--- src/rtl/knn_seq_ctrl.sv ---
// Sequential k-NN classifier controller: streams stored points through one distance unit,
// keeps a sorted K-best list and majority-votes the class of the query.
module knn_seq_ctrl #(
   parameter int unsigned NPoints = 17,
   parameter int unsigned K       = 3,
   parameter int unsigned Classes = 2,
   parameter int unsigned CoordW  = 16,
   localparam int unsigned AW = (NPoints > 1) ? $clog2(NPoints) : 1,
   localparam int unsigned CW = (Classes > 1) ? $clog2(Classes) : 1,
   localparam int unsigned DW = 2*CoordW + 1
) (
   input  logic              clk_i,
   input  logic              rst_i,
   input  logic              in_valid_i,
   output logic              in_ready_o,
   input  logic [CoordW-1:0] in_x_i,
   input  logic [CoordW-1:0] in_y_i,
   output logic              mem_re_o,
   output logic [AW-1:0]     mem_addr_o,
   input  logic [CoordW-1:0] mem_x_i,
   input  logic [CoordW-1:0] mem_y_i,
   input  logic [CW-1:0]     mem_class_i,
   output logic              out_valid_o,
   input  logic              out_ready_i,
   output logic [CW-1:0]     out_class_o,
   output logic [DW-1:0]     out_min_dist_o,
   output logic              busy_o
);

   localparam int unsigned SW = 2*CoordW;
   localparam int unsigned NW = $clog2(K + 1);

   typedef enum logic [2:0] {IDLE, RUN, DRAIN, VOTE, DONE} state_e;

   state_e            state_q, state_d;
   logic              accept;
   logic [AW-1:0]     cnt_q, cnt_d;
   logic [CoordW-1:0] qx_q, qy_q;
   logic              rvalid_q;
   logic [DW-1:0]     dist_q [K];
   logic [DW-1:0]     dist_d [K];
   logic [CW-1:0]     cls_q  [K];
   logic [CW-1:0]     cls_d  [K];
   logic              in_ready_q, in_ready_d;
   logic              busy_q, busy_d;
   logic              mem_re_q, mem_re_d;
   logic              out_valid_q, out_valid_d;
   logic [CW-1:0]     out_class_q;
   logic [DW-1:0]     out_min_q;
   logic [CoordW-1:0] dx, dy;
   logic [SW-1:0]     sqx, sqy;
   logic [DW-1:0]     dist_new;
   logic [CW-1:0]     vote_cls;
   logic [NW-1:0]     best_cnt, cls_cnt;

   assign accept = (state_q == IDLE) & in_valid_i;

   // Squared Euclidean distance at full precision
   assign dx       = (mem_x_i >= qx_q) ? mem_x_i - qx_q : qx_q - mem_x_i;
   assign dy       = (mem_y_i >= qy_q) ? mem_y_i - qy_q : qy_q - mem_y_i;
   assign sqx      = SW'(dx) * SW'(dx);
   assign sqy      = SW'(dy) * SW'(dy);
   assign dist_new = DW'(sqx) + DW'(sqy);

   always_ff @(posedge clk_i or posedge rst_i) begin
      if (rst_i) state_q <= IDLE;
      else       state_q <= state_d;
   end

   always_comb begin
      state_d = state_q;
      case (state_q)
         IDLE:    if (accept) state_d = RUN;
         RUN:     if (cnt_q == AW'(NPoints - 1)) state_d = DRAIN;
         DRAIN:   state_d = VOTE;
         VOTE:    state_d = DONE;
         DONE:    if (out_ready_i) state_d = IDLE;
         default: state_d = IDLE;
      endcase
   end

   // Status outputs are registered from the next state
   always_comb begin
      in_ready_d  = (state_d == IDLE);
      busy_d      = (state_d != IDLE);
      mem_re_d    = (state_d == RUN);
      out_valid_d = (state_d == DONE);
   end

   always_comb begin
      cnt_d = cnt_q;
      if (accept)
         cnt_d = '0;
      else if ((state_q == RUN) && (cnt_q != AW'(NPoints - 1)))
         cnt_d = cnt_q + AW'(1);
   end

   // Strict-less insertion keeps the earlier point ahead on equal distance
   always_comb begin
      dist_d = dist_q;
      cls_d  = cls_q;
      if (accept) begin
         for (int unsigned k = 0; k < K; k++) begin
            dist_d[k] = '1;
            cls_d[k]  = '0;
         end
      end else if (rvalid_q) begin
         for (int j = int'(K) - 1; j > 0; j--) begin
            if (dist_new < dist_q[j]) begin
               if (dist_new < dist_q[j-1]) begin
                  dist_d[j] = dist_q[j-1];
                  cls_d[j]  = cls_q[j-1];
               end else begin
                  dist_d[j] = dist_new;
                  cls_d[j]  = mem_class_i;
               end
            end
         end
         if (dist_new < dist_q[0]) begin
            dist_d[0] = dist_new;
            cls_d[0]  = mem_class_i;
         end
      end
   end

   // Majority vote; lowest class index wins a tie
   always_comb begin
      vote_cls = '0;
      best_cnt = '0;
      cls_cnt  = '0;
      for (int unsigned c = 0; c < Classes; c++) begin
         cls_cnt = '0;
         for (int unsigned k = 0; k < K; k++)
            if (cls_q[k] == CW'(c)) cls_cnt = cls_cnt + NW'(1);
         if (cls_cnt > best_cnt) begin
            best_cnt = cls_cnt;
            vote_cls = CW'(c);
         end
      end
   end

   always_ff @(posedge clk_i or posedge rst_i) begin
      if (rst_i) begin
         cnt_q       <= '0;
         qx_q        <= '0;
         qy_q        <= '0;
         rvalid_q    <= 1'b0;
         for (int unsigned k = 0; k < K; k++) begin
            dist_q[k] <= '1;
            cls_q[k]  <= '0;
         end
         in_ready_q  <= 1'b1;
         busy_q      <= 1'b0;
         mem_re_q    <= 1'b0;
         out_valid_q <= 1'b0;
         out_class_q <= '0;
         out_min_q   <= '0;
      end else begin
         if (accept) begin
            qx_q <= in_x_i;
            qy_q <= in_y_i;
         end
         cnt_q       <= cnt_d;
         rvalid_q    <= mem_re_q;
         dist_q      <= dist_d;
         cls_q       <= cls_d;
         in_ready_q  <= in_ready_d;
         busy_q      <= busy_d;
         mem_re_q    <= mem_re_d;
         out_valid_q <= out_valid_d;
         if (state_q == VOTE) begin
            out_class_q <= vote_cls;
            out_min_q   <= dist_q[0];
         end
      end
   end

   assign in_ready_o     = in_ready_q;
   assign busy_o         = busy_q;
   assign mem_re_o       = mem_re_q;
   assign mem_addr_o     = cnt_q;
   assign out_valid_o    = out_valid_q;
   assign out_class_o    = out_class_q;
   assign out_min_dist_o = out_min_q;

endmodule

--- config.mk ---
export PLATFORM = sky130hd
export DESIGN_NAME = knn_seq_ctrl
export DESIGN_NICKNAME = d
export VERILOG_FILES = /design/src/rtl/knn_seq_ctrl.sv
export SDC_FILE = /design/constraint.sdc
export NUM_CORES = 2
export LEC_CHECK = 0
export ABC_CLOCK_PERIOD_IN_PS = 21700
export BUFFER_PORTS_ARGS = -buffer_cell sky130_fd_sc_hd__buf_2
export CAP_MARGIN = 20
export CELL_PAD_IN_SITES_DETAIL_PLACEMENT = 0
export CELL_PAD_IN_SITES_GLOBAL_PLACEMENT = 1
export CORE_ASPECT_RATIO = 0.5
export CORE_MARGIN = 2
export CORE_UTILIZATION = 30
export DETAILED_ROUTE_END_ITERATION = 12
export PLACE_DENSITY_LB_ADDON = 0.1
export SETUP_SLACK_MARGIN = 0.2
export SYNTH_ARGS = -nofsm -noshare
export SYNTH_HDL_FRONTEND = slang
export SYNTH_SLANG_ARGS = --single-unit
--- constraint.sdc ---
create_clock -name clk_i -period 21.7 [get_ports clk_i]
set_input_delay 2.17 -clock clk_i [delete_from_list [all_inputs] [get_ports clk_i]]
set_output_delay 2.17 -clock clk_i [all_outputs]
set_load 0.05 [all_outputs]
### After elaboration in Yosys (flattened, before gate mapping)

Index checks and enable logic that the tools add are counted.

* $add $sub $neg: 10
* multipliers: 2
* bitwise gates (word level): 1
* eq/ne operators: 8
* multiplexer cells: 30
* magnitude comparators: 7
* reduce and logical (&&, ||, !) cells: 12

Operators with widths (count)
* 99-bit two-way mux: 2
* 33-bit two-way mux: 5
* 33-bit less-than comparator: 3
* 16-bit by 16-bit multiplier with 32-bit output: 2
* 16-bit subtractor: 4
* 32-bit by 32-bit adder with 33-bit output: 1
* 16-bit greater-or-equal comparator: 2
* 16-bit two-way mux: 2
* 3-bit two-way mux: 5
* 3-bit one-hot mux with 5 select lines: 1
* 2-bit two-way mux: 5
* 5-bit two-way mux: 2
* 2-bit nonzero test: 5
* 2-bit by 1-bit adder with 2-bit output (second input constant): 4
* 1-bit two-way mux: 8
* 3-bit by 1-bit == test with 1-bit output (second input constant): 2
* 3-bit by 2-bit == test with 1-bit output (second input constant): 2
* 3-bit == test (second input constant): 2
* 3-bit zero test: 2
* 2-bit AND reduction: 3
* 5-bit by 1-bit adder with 5-bit output (second input constant): 1
* 5-bit == test (second input constant): 1
* 5-bit inequality test (second input constant): 1
* 3-bit nonzero test: 1
* other kinds (4): 4

* logic and storage cells: 87
* flip-flop bits (word level): 181
* input port bits: 69

### Logic depth before layout (Yosys ltp)

* word-level depth: 9
* depth in mapped cells: 54

### Worst setup path before layout

Ideal clock, no wire load.

* kind: input -> register
* start point: input port mem_y_i[2]
* end point: register dist_q[64] in the netlist's numbering
* setup slack: 8.172 ns
* required time: 21.627 ns
* library setup time: 0.073 ns
* stages on the path: 50
* path buffers: 5
* arrival time: 13.455 ns
* cell sequence: inv_1 -> ha_1 -> buf_6 -> nor2b_1 -> o31a_1 -> o221ai_1 -> a21oi_1 -> a211o_1 -> buf_6 -> mux2i_1 -> a221oi_1 -> o21bai_2 -> xor2_2 -> inv_1 -> buf_2 -> nor2_1 -> inv_1 -> fa_1 -> (+14 left out) -> o21ai_0 -> o31ai_1 -> o21ba_2 -> o21bai_1 -> a21oi_1 -> xnor2_1 -> ha_1 -> a21o_1 -> a21oi_1 -> nor2b_1 -> o21ai_0 -> nand2_1 -> or4_1 -> o21ai_1 -> clkbuf_1 -> clkbuf_1 -> o21ai_0 -> a21oi_1

* word-level cells in the longest chain between the ends: 9
* elaborated cells between the ends (all ways): 14
* classes of those cells: add/sub: 3; mul: 1; order compare: 3; mux: 5; reduce/logical: 2

Ends and longest elaborated chain
* from (decl): line 21 `input logic [CoordW-1:0] mem_y_i,`
* 16-bit subtractor or 16-bit greater-or-equal comparator (tied branches): line 60 `assign dy = (mem_y_i >= qy_q) ? mem_y_i - qy_q : qy_q - mem_y_i;`
* 16-bit two-way mux (*): line 60
* 16-bit by 16-bit multiplier with 32-bit output (*): line 62 `assign sqy = SW'(dy) * SW'(dy);`
* 32-bit by 32-bit adder with 33-bit output (*): line 63 `assign dist_new = DW'(sqx) + DW'(sqy);`
* 33-bit less-than comparator: line 110 `if (dist_new < dist_q[j-1]) begin`
* 33-bit two-way mux: line 110
* 33-bit two-way mux: line 109 `if (dist_new < dist_q[j]) begin`
* 99-bit two-way mux: line 107 `end else if (rvalid_q) begin`
* 99-bit two-way mux: line 102 `if (accept) begin`
* to (signal assigned): line 165 `dist_q <= dist_d;`
* to (decl): line 40 `logic [DW-1:0] dist_q [K];`

Every way passes the cells marked *; elsewhere a longest branch is shown, timed or not. The select of a mux whose other input is x is not followed.
A chain may end at the register's enable or synchronous reset.

### Worst setup path in the final report

* start point: input port mem_y_i[0]
* end point: register dist_q[22] in the netlist's numbering

The elaborated chain is that of the path after synthesis.

==> impl_metrics.yaml <==
drt:
  routed_wl_um: 81470
  ant_nets: 0
  drt_iter0_drc: 1072
  wire_per_inst_um: 18.81
  firstDrtPassIters: 5
  vias: 19940
  post-route-drc-count: 0
  avgViaCountPerCell: 4.602
critical_path:
  cp-end-kind: "flop"
  path_class: "in -> reg"
  worst-path-buf-inv: 9
  crit_fanout: 34
  cp_common_cell: "fa_1"
  worstSetupStartpointType: "primary input"
  critPathMaxStageDelay_ns: 0.82
  worst_ep_required_time_ns: 22.12
  cp_slowest_cell: "clkinv_1"
  cp.arrival_ns: 17.21
  cp_top_family: "adder cells"
clock_tree:
  htreeDepth: 4
  cts_resized: 0
  cts_setup_buffers: 0
  numCtsBuffers: 17
  clkSlewWorstSetupHoldPaths_ns: 0.08
  cts_tree: "yes"
  clock_latency_ns: 0.52
  cts-root-buf: "clkbuf_16"
  cts_hold_buf: 0
  cts_buffer_depth: 2
  cts.sinks: 181
yosys:
  synth-edff-count: 0
  avgSynthCellArea_um2: 8.967
  synthArstFlopShare: 1.000
  synthMuxAreaShare: 0.01275
  synth_top_family_by_area: "adder cells"
  syn_nets: 3860
  ys_warn_count: 0
  syn-cell-area_um2: 27280
  seq_area_frac_synth: 0.1706
  synth-seq-cells: 181
  synth_compound_area_frac: 0.1240
  synthDistinctLibCells: 75
  synth_top_flop_cell: "dfstp_2"
  yosys.area_share.simple: 0.1050
  synth_xor_area_frac: 0.02541
  synthAdderAreaFrac: 0.4517
  syn_inst: 3042
die:
  die_w_um: 430.4
  dieArea_um2: 93500
  coreArea_um2: 90370
  fp.dieH_um: 217.2
  row_count: 78
  initial_core_util: 0.3018
  ios: 112
global_route:
  track_usage: 0.1824
  grt_pass1_vias: 21210
  grt.overflow.total: 0
  grt.busiest_layer: "met1"
  grt_max_degree: 76
  antenna_found_initial: 1
  grt_util_met2: 0.2625
  use_met3: 0.03440
  grt_pass1_wl_um: 130000
  grt_use_met1: 0.2837
sta:
  post-route-min-period_ns: 16.79
  fin_tns_setup_ns: 0
  hold_viol: 0
  tightestPinTransition_ns: 0.9681
  setup_ws_ns: 4.912
  max_freq_ghz: 0.05956
  rsz0062_at_grt: "false"
  drv_slew: 0
  slew_headroom: 0.3500
  setup_viol: 0
  clock_skew_ns: 0.02124
  fin_crit_sh: 0.7737
finish:
  drive_gt1_frac: 0.1066
  syn_to_final_growth_pct: 9.793
  utilization: 0.3314
  layout_commonest_cell: "inv_1"
  n_antenna_cell: 0
  layoutNonFillerInstCount: 4332
  mostFrequentLayoutCells: "inv_1 (680), fa_1 (393), ha_1 (356), nor2_1 (267), nand2_1 (253)"
  nets: 3937
place:
  hpwl_um: 66560
  dp.cells: 4300
  port_buffers: 111
  gp_congestion: 0.8257
  pre_cts_ws_ns: 4.328
hold_path:
  hold_path.class: "reg -> reg"
flow_run:
  max_cap_viol_count: 0
outcome:
  status: "finished clean"
path summary, 6_finish.rpt:
kind / from / end / slack (ns) / depth (start not counted)
min in group asynchronous: rst_i / out_class_o / 1.69 / 2
hold / removal: mem_re_o / rvalid_q / 0.46 / 0
setup / recovery: mem_y_i[0] / dist_q[22] / 4.91 / 47
max in group asynchronous: rst_i / out_min_dist_o[14] / 18.70 / 3
hold reg to reg: mem_re_o / rvalid_q / 0.46 / 0
setup reg to reg: qy_q[0] / dist_q[22] / 6.28 / 45
logic make-up (layout without fill, tap and decap cells):
kind of cell    after synthesis  after routing
fa+ha+maj                   749            749
buf+inv                     794            884
xor+xnor                     74             74
compound gates              538            538
simple gates                673            673
mux                          33             33
flops                       181            181
layer usage:
metal	up-vias	share of wire
li1	9776	-
met1	9891	0.55
met2	237	0.41
met3	32	0.037
met4	0	0.0089
met5	-	0
flip-flops by register name, summed over array words and instances, names as in the netlist:
name            flops
state_q             3
out_valid_o         1
out_min_dist_o     33
cls_q               3
in_ready_o          1
mem_re_o            1
rvalid_q            1
dist_q             99
busy_o              1
qx_q               16
qy_q               16
mem_addr_o          5
out_class_o         1
synth_stat cells (7+ instances only):
master / n / area, µm²
mux2i_1: 22 / 220.2
o211ai_1: 27 / 202.7
nand2b_1: 21 / 131.4
o22a_1: 30 / 262.8
o311ai_0: 8 / 70.07
ha_1: 356 / 4454
o21bai_1: 11 / 82.58
and3_1: 12 / 75.07
dfrtp_1: 81 / 2027
buf_2: 9 / 45.04
fa_1: 393 / 7868
a211oi_1: 9 / 67.56
a21o_1: 62 / 465.5
dfstp_2: 100 / 2628
nand2_1: 255 / 957.2
nor2_1: 267 / 1002
o21ai_0: 152 / 760.7
nor3_1: 33 / 165.2
a31oi_1: 12 / 75.07
nand3b_1: 7 / 52.55
inv_1: 682 / 2560
nand3_1: 20 / 100.1
xnor2_1: 44 / 385.4
a2111oi_0: 9 / 78.83
o21a_1: 17 / 127.6
xor2_1: 24 / 210.2
mux2_2: 10 / 112.6
clkbuf_1: 83 / 311.6
clkinv_1: 7 / 26.28
a21oi_1: 153 / 765.7
nand4_1: 22 / 137.6
nor2b_1: 9 / 56.30
stage by stage:
step | instance area [µm²] | hold slack (ns)
after floorplan | 27280 | 0.4723
after global placement | 29310 | 0.4562
after detailed placement | 29320 | 0.4578
after CTS | 29950 | 0.4844
after global routing | 29950 | 0.4847
final | 29950 | 0.4638
worst register-to-register path: cells and delay by family, from the launching register on:
| kind | cells | cell delay [ns] |
|---|---|---|
| fa+ha+maj | 11 | 5.58 |
| compound gates | 21 | 4.91 |
| buf+inv | 7 | 2.02 |
| simple gates | 3 | 1.14 |
| xor+xnor | 2 | 0.77 |
| mux | 1 | 0.47 |
| flops | 1 | 0.40 |
cell type report:
| type | instances | area, µm² |
|---|---|---|
| Clock inverter | 15 | 209.0 |
| Fill cell | 9623 | 60420 |
| Inverter | 692 | 2605 |
| Sequential cell | 181 | 4654 |
| Clock buffer | 17 | 425.4 |
| Multi-Input combinational cell | 2067 | 19630 |
| Tap cell | 1200 | 1501 |
| Timing Repair Buffer | 160 | 920.9 |
Power is left out: the tool's default activity adds up to more than one toggle a clock period on the data nets, which glitch-free logic cannot reach.
